## config.mk

```make
export PLATFORM = sky130hd
export DESIGN_NAME = rom_arbiter_flat
export DESIGN_NICKNAME = d
export VERILOG_FILES = /design/src/rtl/rom_arbiter_if.sv /design/src/rtl/rom_arbiter.sv /design/src/flat_wrapper.sv
export SDC_FILE = /design/constraint.sdc
export NUM_CORES = 1
export LEC_CHECK = 0
export CELL_PAD_IN_SITES_DETAIL_PLACEMENT = 0
export CELL_PAD_IN_SITES_GLOBAL_PLACEMENT = 2
export CORE_MARGIN = 2
export CORE_UTILIZATION = 27
export CTS_CLUSTER_DIAMETER = 100
export DETAILED_ROUTE_END_ITERATION = 16
export PLACE_DENSITY = 0.86
export SYNTH_ARGS = -nofsm -noshare
export SYNTH_HDL_FRONTEND = slang
export SYNTH_SLANG_ARGS = --single-unit
```

## constraint.sdc

```tcl
create_clock -name clk -period 1.8 [get_ports clk]
set_input_delay 0.18 -clock clk [delete_from_list [all_inputs] [get_ports clk]]
set_output_delay 0.18 -clock clk [all_outputs]
set_load 0.1 [all_outputs]
```

## src/rtl/rom_arbiter_if.sv

```systemverilog
// Mapper-facing PRG/CHR ROM read ports and the shared ROM memory port.
// The arbiter connects through the slave modport; the mapper/memory side uses master.
interface rom_arbiter_if #(
    parameter int AW = 22
);
    logic [20:0]   promaddr;
    logic          promreq;
    logic [7:0]    promdata;
    logic          promack;
    logic [20:0]   cromaddr;
    logic          cromreq;
    logic [7:0]    cromdata;
    logic          cromack;
    logic [AW-1:0] memaddr;
    logic          memreq;
    logic [7:0]    memrdata;
    logic          memack;
    logic          busy;

    modport master (
        output promaddr, promreq, cromaddr, cromreq, memrdata, memack,
        input  promdata, promack, cromdata, cromack, memaddr, memreq, busy
    );

    modport slave (
        input  promaddr, promreq, cromaddr, cromreq, memrdata, memack,
        output promdata, promack, cromdata, cromack, memaddr, memreq, busy
    );
endinterface

```

## src/rtl/rom_arbiter.sv

```systemverilog
// Merges the PRG and CHR ROM read ports onto one variable-latency memory port.
// Each held request is served once; the done flags block re-service until req drops.
module rom_arbiter #(
    parameter int AW      = 22,
    parameter bit CHRPRIO = 1'b1
) (
    input logic          clk,
    input logic          reset,
    rom_arbiter_if.slave bus
);

    typedef enum logic [1:0] {
        IDLE,
        PRG_WAIT,
        CHR_WAIT
    } state_t;

    state_t        state, state_d;
    logic          pdone, pdone_d;
    logic          cdone, cdone_d;
    logic          rr_chr, rr_chr_d;
    logic [AW-1:0] memaddr_d;
    logic          memreq_d;
    logic          busy_d;
    logic          promack_d, cromack_d;
    logic [7:0]    promdata_d, cromdata_d;
    logic          ppend, cpend, pick_chr;

    always_ff @(posedge clk or posedge reset) begin
        if (reset) begin
            state        <= IDLE;
            pdone        <= 1'b0;
            cdone        <= 1'b0;
            rr_chr       <= 1'b0;
            bus.memaddr  <= '0;
            bus.memreq   <= 1'b0;
            bus.busy     <= 1'b0;
            bus.promack  <= 1'b0;
            bus.cromack  <= 1'b0;
            bus.promdata <= '0;
            bus.cromdata <= '0;
        end else begin
            state        <= state_d;
            pdone        <= pdone_d;
            cdone        <= cdone_d;
            rr_chr       <= rr_chr_d;
            bus.memaddr  <= memaddr_d;
            bus.memreq   <= memreq_d;
            bus.busy     <= busy_d;
            bus.promack  <= promack_d;
            bus.cromack  <= cromack_d;
            bus.promdata <= promdata_d;
            bus.cromdata <= cromdata_d;
        end
    end

    always_comb begin
        state_d    = state;
        rr_chr_d   = rr_chr;
        memaddr_d  = bus.memaddr;
        memreq_d   = bus.memreq;
        busy_d     = bus.busy;
        promack_d  = 1'b0;
        cromack_d  = 1'b0;
        promdata_d = bus.promdata;
        cromdata_d = bus.cromdata;

        ppend = bus.promreq & ~pdone;
        cpend = bus.cromreq & ~cdone;
        if (CHRPRIO) begin
            pick_chr = cpend;
        end else begin
            pick_chr = cpend & (~ppend | rr_chr);
        end

        case (state)
            IDLE: begin
                if (ppend || cpend) begin
                    // Tag bit in the MSB selects the CHR region; any bits between are zero.
                    memaddr_d = '0;
                    if (pick_chr) begin
                        memaddr_d[20:0]   = bus.cromaddr;
                        memaddr_d[AW-1]   = 1'b1;
                        state_d           = CHR_WAIT;
                    end else begin
                        memaddr_d[20:0]   = bus.promaddr;
                        state_d           = PRG_WAIT;
                    end
                    memreq_d = 1'b1;
                    busy_d   = 1'b1;
                    if (!CHRPRIO && ppend && cpend) begin
                        rr_chr_d = ~rr_chr;
                    end
                end
            end
            PRG_WAIT: begin
                if (bus.memack) begin
                    promdata_d = bus.memrdata;
                    promack_d  = 1'b1;
                    memreq_d   = 1'b0;
                    busy_d     = 1'b0;
                    state_d    = IDLE;
                end
            end
            CHR_WAIT: begin
                if (bus.memack) begin
                    cromdata_d = bus.memrdata;
                    cromack_d  = 1'b1;
                    memreq_d   = 1'b0;
                    busy_d     = 1'b0;
                    state_d    = IDLE;
                end
            end
            default: state_d = IDLE;
        endcase

        // Done is set together with the ack so the acked port is already excluded
        // from the arbitration that runs during the ack cycle.
        pdone_d = bus.promreq & (pdone | promack_d);
        cdone_d = bus.cromreq & (cdone | cromack_d);
    end

endmodule

```

## src/flat_wrapper.sv

```systemverilog
// flat-port wrapper written by rule: the top's interface ports become plain ports
module rom_arbiter_flat 
#(
    parameter int AW      = 22,
    parameter bit CHRPRIO = 1'b1
)
  (clk, reset, bus_promaddr, bus_promreq, bus_cromaddr, bus_cromreq, bus_memrdata, bus_memack, bus_promdata, bus_promack, bus_cromdata, bus_cromack, bus_memaddr, bus_memreq, bus_busy);
  rom_arbiter_if #(.AW(AW)) bus_i ();
  input logic clk;
  input logic reset;
  input wire logic [$bits(bus_i.promaddr)-1:0] bus_promaddr;
  input wire logic [$bits(bus_i.promreq)-1:0] bus_promreq;
  input wire logic [$bits(bus_i.cromaddr)-1:0] bus_cromaddr;
  input wire logic [$bits(bus_i.cromreq)-1:0] bus_cromreq;
  input wire logic [$bits(bus_i.memrdata)-1:0] bus_memrdata;
  input wire logic [$bits(bus_i.memack)-1:0] bus_memack;
  output wire logic [$bits(bus_i.promdata)-1:0] bus_promdata;
  output wire logic [$bits(bus_i.promack)-1:0] bus_promack;
  output wire logic [$bits(bus_i.cromdata)-1:0] bus_cromdata;
  output wire logic [$bits(bus_i.cromack)-1:0] bus_cromack;
  output wire logic [$bits(bus_i.memaddr)-1:0] bus_memaddr;
  output wire logic [$bits(bus_i.memreq)-1:0] bus_memreq;
  output wire logic [$bits(bus_i.busy)-1:0] bus_busy;
  assign bus_i.promaddr = bus_promaddr;
  assign bus_i.promreq = bus_promreq;
  assign bus_i.cromaddr = bus_cromaddr;
  assign bus_i.cromreq = bus_cromreq;
  assign bus_i.memrdata = bus_memrdata;
  assign bus_i.memack = bus_memack;
  assign bus_promdata = bus_i.promdata;
  assign bus_promack = bus_i.promack;
  assign bus_cromdata = bus_i.cromdata;
  assign bus_cromack = bus_i.cromack;
  assign bus_memaddr = bus_i.memaddr;
  assign bus_memreq = bus_i.memreq;
  assign bus_busy = bus_i.busy;
  rom_arbiter #(.AW(AW), .CHRPRIO(CHRPRIO)) u_core (.clk(clk), .reset(reset), .bus(bus_i));
endmodule
```

# [Yosys cells after proc, flatten, opt, wreduce, memory -nomap -nowiden]
# Index checks and enable logic that the tools add are counted.
[totals] elab_cells=42 regBits=45
[classes] n_reduce_logical=9 n_bitwise=8 eq_ne=4 n_mux=12
[op_table] operator="2-to-1 mux 21 bit" n=1
[op_table] operator="AND reduction 2 bit" n=4
[op_table] operator="2-to-1 mux 1 bit" n=6
[op_table] operator="2-to-1 mux 2 bit" n=3
[op_table] operator="bitwise AND 1 bit" n=4
[op_table] operator="!= test 2 x 1 -> 1 bit, second input constant" n=2
[op_table] operator="one-hot mux 2 bit (2 select lines)" n=1
[op_table] operator="AND reduction 3 bit" n=1
[op_table] operator="== test 2 x 1 -> 1 bit, second input constant" n=1
[op_table] operator="== test 2 bit, second input constant" n=1
[op_table] operator="logical NOT 2 bit" n=1
[op_table] operator="NOT 1 bit" n=2
[op_table] operator="OR 1 bit" n=2
[op_table] operator="one-hot mux 1 bit (2 select lines)" n=1
[op_table] operator="nonzero test 2 bit" n=1
[op_table] operator="OR reduction 2 bit" n=1
[op_table] operator="logical OR 1 bit" n=1

# [Logic depth before layout (Yosys ltp)]
[logic_depth] word_depth=5 ltp_mapped=5 depth_no_buf=5

# [Least setup slack after synthesis]
# No wires, ideal clock.
[synth_timing] kind="register to register" startpoint="register u_core.state[0]" endpoint="register u_core.bus.memaddr[0]" setup_time_ps=126 required_ps=1674 synth_period_minus_slack_ps=1568 slack_ps=232 path_stages_with_launch=6 t_arrival_ps=1442 path_cell_list="dfrtp_1 -> inv_1 -> ha_1 -> a21boi_4 -> buf_4 -> mux2_4"
[synth_between] elab_chain_len=2
[synth_lines] item="start, declared" line_no="rom_arbiter.sv:18" rtl="state_t state, state_d;"
[synth_lines] item="start signal, assigned" line_no="rom_arbiter.sv:43" rtl="state <= state_d;"
[synth_lines] item="logical NOT 2 bit" line_no="rom_arbiter.sv:76" rtl="case (state)"
[synth_lines] item="AND reduction 2 bit (no line)"
[synth_lines] item="end signal, assigned" line_no="rom_arbiter.sv:47" rtl="bus.memaddr <= memaddr_d;"
[synth_lines] item="end, declared" line_no="rom_arbiter_if.sv:27" rtl="output promdata, promack, cromdata, cromack, memaddr, memreq, busy"
# Every way passes these cells.
# A chain may end at the register's enable or synchronous reset.

# [Worst setup path after layout]
[layout_timing] startpoint="register u_core.state[0]" endpoint="register u_core.bus.memaddr[20]"
# Same word-level chain as after synthesis.

==> impl_metrics.py <==
metrics = {
    "die": {
        "num_rows": 32,
        "die_w_um": 93.88,
        "dieArea_um2": 8813,
        "die_h_um": 93.88,
        "io_pins": 97,
        "start_util_pct": 28.08,
        "design.core.area_um2": 7767,
    },
    "logic_synthesis": {
        "ys.flop_type": "dfrtp_1",
        "ys_ff_latch": 45,
        "synth.area.top_cells": "dfrtp_1 (52%), mux2_4 (23%), mux2_2 (12%), ha_1 (2.3%), buf_6 (1.5%)",
        "synth_edf_count": 0,
        "yosys.area.top_type": "dfrtp_1",
        "ys_types": 23,
        "ys_seq_area_share_pct": 51.64,
        "synthArstFlopShare_pct": 100.0,
        "post-synth-top-area-fraction_pct": 51.64,
        "yosysMostFrequentCell": "dfrtp_1",
        "syn-instance-count": 139,
        "synth_area_um2": 2181,
        "ys_top_cells_by_count": "dfrtp_1 (45), mux2_4 (34), mux2_2 (24)",
        "yosys_warnings": 0,
        "postSynthAreaPerCell_um2": 15.69,
        "syn_nets": 198,
    },
    "clock_network": {
        "cts_sinks": 45,
        "cts-resized-gates": 0,
        "root_buffer": "clkbuf_8",
        "cts_tree": "yes",
        "htreeDepth": 2,
        "numCtsBuffers": 5,
        "post-cts-setup-buffers": 0,
        "clkLatencyLatePin_ps": 290,
        "ctsHoldBuffers": 0,
        "clk_path_buf_depth": 2,
        "path_clk_slew_ps": 80,
    },
    "critical_path": {
        "r2r_setup_slack_ps": 200,
        "required_ps": 1990,
        "reg2reg_depth": 5,
        "worstSetupPathType": "reg2reg",
        "worstPathArrival_ps": 1780,
        "worst_setup_path_start_kind": "flip-flop",
        "cp-end-kind": "flip-flop",
        "worstPathMaxFanout": 12,
    },
    "drt": {
        "route.detailed.drc": 0,
        "drt-initial-drc-count": 17,
        "ant_nets": 0,
        "dr.pass1.iters": 4,
        "wl_per_cell_um": 12.93,
        "vias": 1450,
        "viasPerCell": 4.155,
        "totalWireLength_um": 4513,
    },
    "place": {
        "pre_cts_slack_ps": 89.54,
        "gp_congestion": 0.6910,
        "hpwl_um": 3500,
        "dpl-instance-area_um2": 3226,
        "numPortBuffers": 96,
    },
    "cells_and_area": {
        "nets": 305,
        "final_cell_area_um2": 3342,
        "syn2layout_area_growth_pct": 53.24,
        "final_layout_size_suffix_gt1_share_pct": 48.58,
        "diodes": 0,
        "seq_area_um2": 1126,
        "multiInputGateArea_um2": 964.7,
        "nFillCells": 736,
    },
    "timing": {
        "slew_viol_final": 0,
        "fmax_ghz": 0.6268,
        "finClkSkew_ps": 8.980,
        "rsz0062_at_grt": "no",
        "setup_viol": 0,
        "maxSlewHeadroom_pct": 80.18,
        "tns_ps": 0,
        "setup_slack_ps": 204.5,
        "period_share_pct": 88.64,
        "min_period_ps": 1595,
        "finalHoldWorstSlack_ps": 238.3,
        "hold_violations": 0,
        "worst_slew_pin_slew_ps": 297.2,
    },
    "global_route": {
        "grt_max_degree": 24,
        "antenna_found_initial": 0,
        "grt_pass1_wl_um": 7217,
        "grt_pass1_vias": 1474,
        "groute.usage.overall_pct": 10.69,
        "grt_overflow": 0,
    },
    "flow_run": {
        "maxCapViolations": 0,
    },
    "outcome": {
        "run_status": "complete, no violations",
    },
    "min_path": {
        "hold_path_class": "in2async",
    },
}
-- registers in the layout, summed over array words and instances, names as in the netlist --
name                 flops
u_core.bus.cromack       1
u_core.bus.cromdata      8
u_core.cdone             1
u_core.pdone             1
u_core.bus.promack       1
u_core.bus.memreq        1
u_core.bus.memaddr      22
u_core.state             2
u_core.bus.promdata      8
-- worst paths after layout --
kind	from	to
max reg2reg	u_core.state[0]	u_core.bus.memaddr[20]
max in group asynchronous	reset	u_core.bus.memaddr[0]
max	u_core.state[0]	u_core.bus.memaddr[20]
min reg2reg	u_core.pdone	u_core.pdone
min in group clk	bus_promreq	u_core.pdone
min	reset	u_core.bus.promdata[1]
-- layer usage --
metal | track usage (%) | up-vias | part of all wire, %
met5 | 0 | - | 0
li1 | - | 699 | -
met1 | 13.27 | 680 | 43
met2 | 17.26 | 67 | 47
met4 | 2.899 | 0 | 0.78
met3 | 4.254 | 4 | 10
-- cells in the final DEF (no fill, tap or decap), types with 2 or more instances in the layout --
cell type	instances
buf_12	4
nor2b_1	2
buf_4	48
nand2_1	3
mux2_4	34
clkbuf_8	6
clkdlybuf4s50_1	54
ha_1	4
inv_1	5
o21ai_0	2
o21a_1	2
dfrtp_1	45
mux2_2	24
-- per-stage QoR --
stage	std cells	utilization, %
global route	349	43.03
CTS	349	43.03
detailed placement	341	41.53
finish	349	43.03
floorplan	139	-
global placement	341	41.53
-- final cells by class --
class | instances | share of cell area (%)
flip-flops and latches | 45 | 33.70
multi-input cells | 81 | 28.87
clock buffers | 7 | 2.583
repair buffers | 106 | 29.35
well taps | 102 | 3.819
inverters | 7 | 0.7862
clock inverters | 1 | 0.8985
-- logic make-up (layout without fill, tap and decap cells) --
kind of cell / count (synthesis) / after routing / share of synthesized area [%]
adders and majority gates: 4 / 4 / 2.295
buffers and inverters: 13 / 121 / 4.130
and+or+nand+nor: 10 / 10 / 2.696
DFF: 45 / 45 / 51.64
muxes: 58 / 58 / 35.80
AOI/OAI and AO/OA: 9 / 9 / 3.443
-- worst max-delay path, cell delays in order, from the launching register on --
cell and delay (ps):
dfrtp_1 410, inv_1 120, ha_1 200, a21boi_4 250, buf_12 180, mux2_2 340
Power is not shown: default switching activity piles up to over one toggle a cycle in this logic, so the estimate is an artifact.
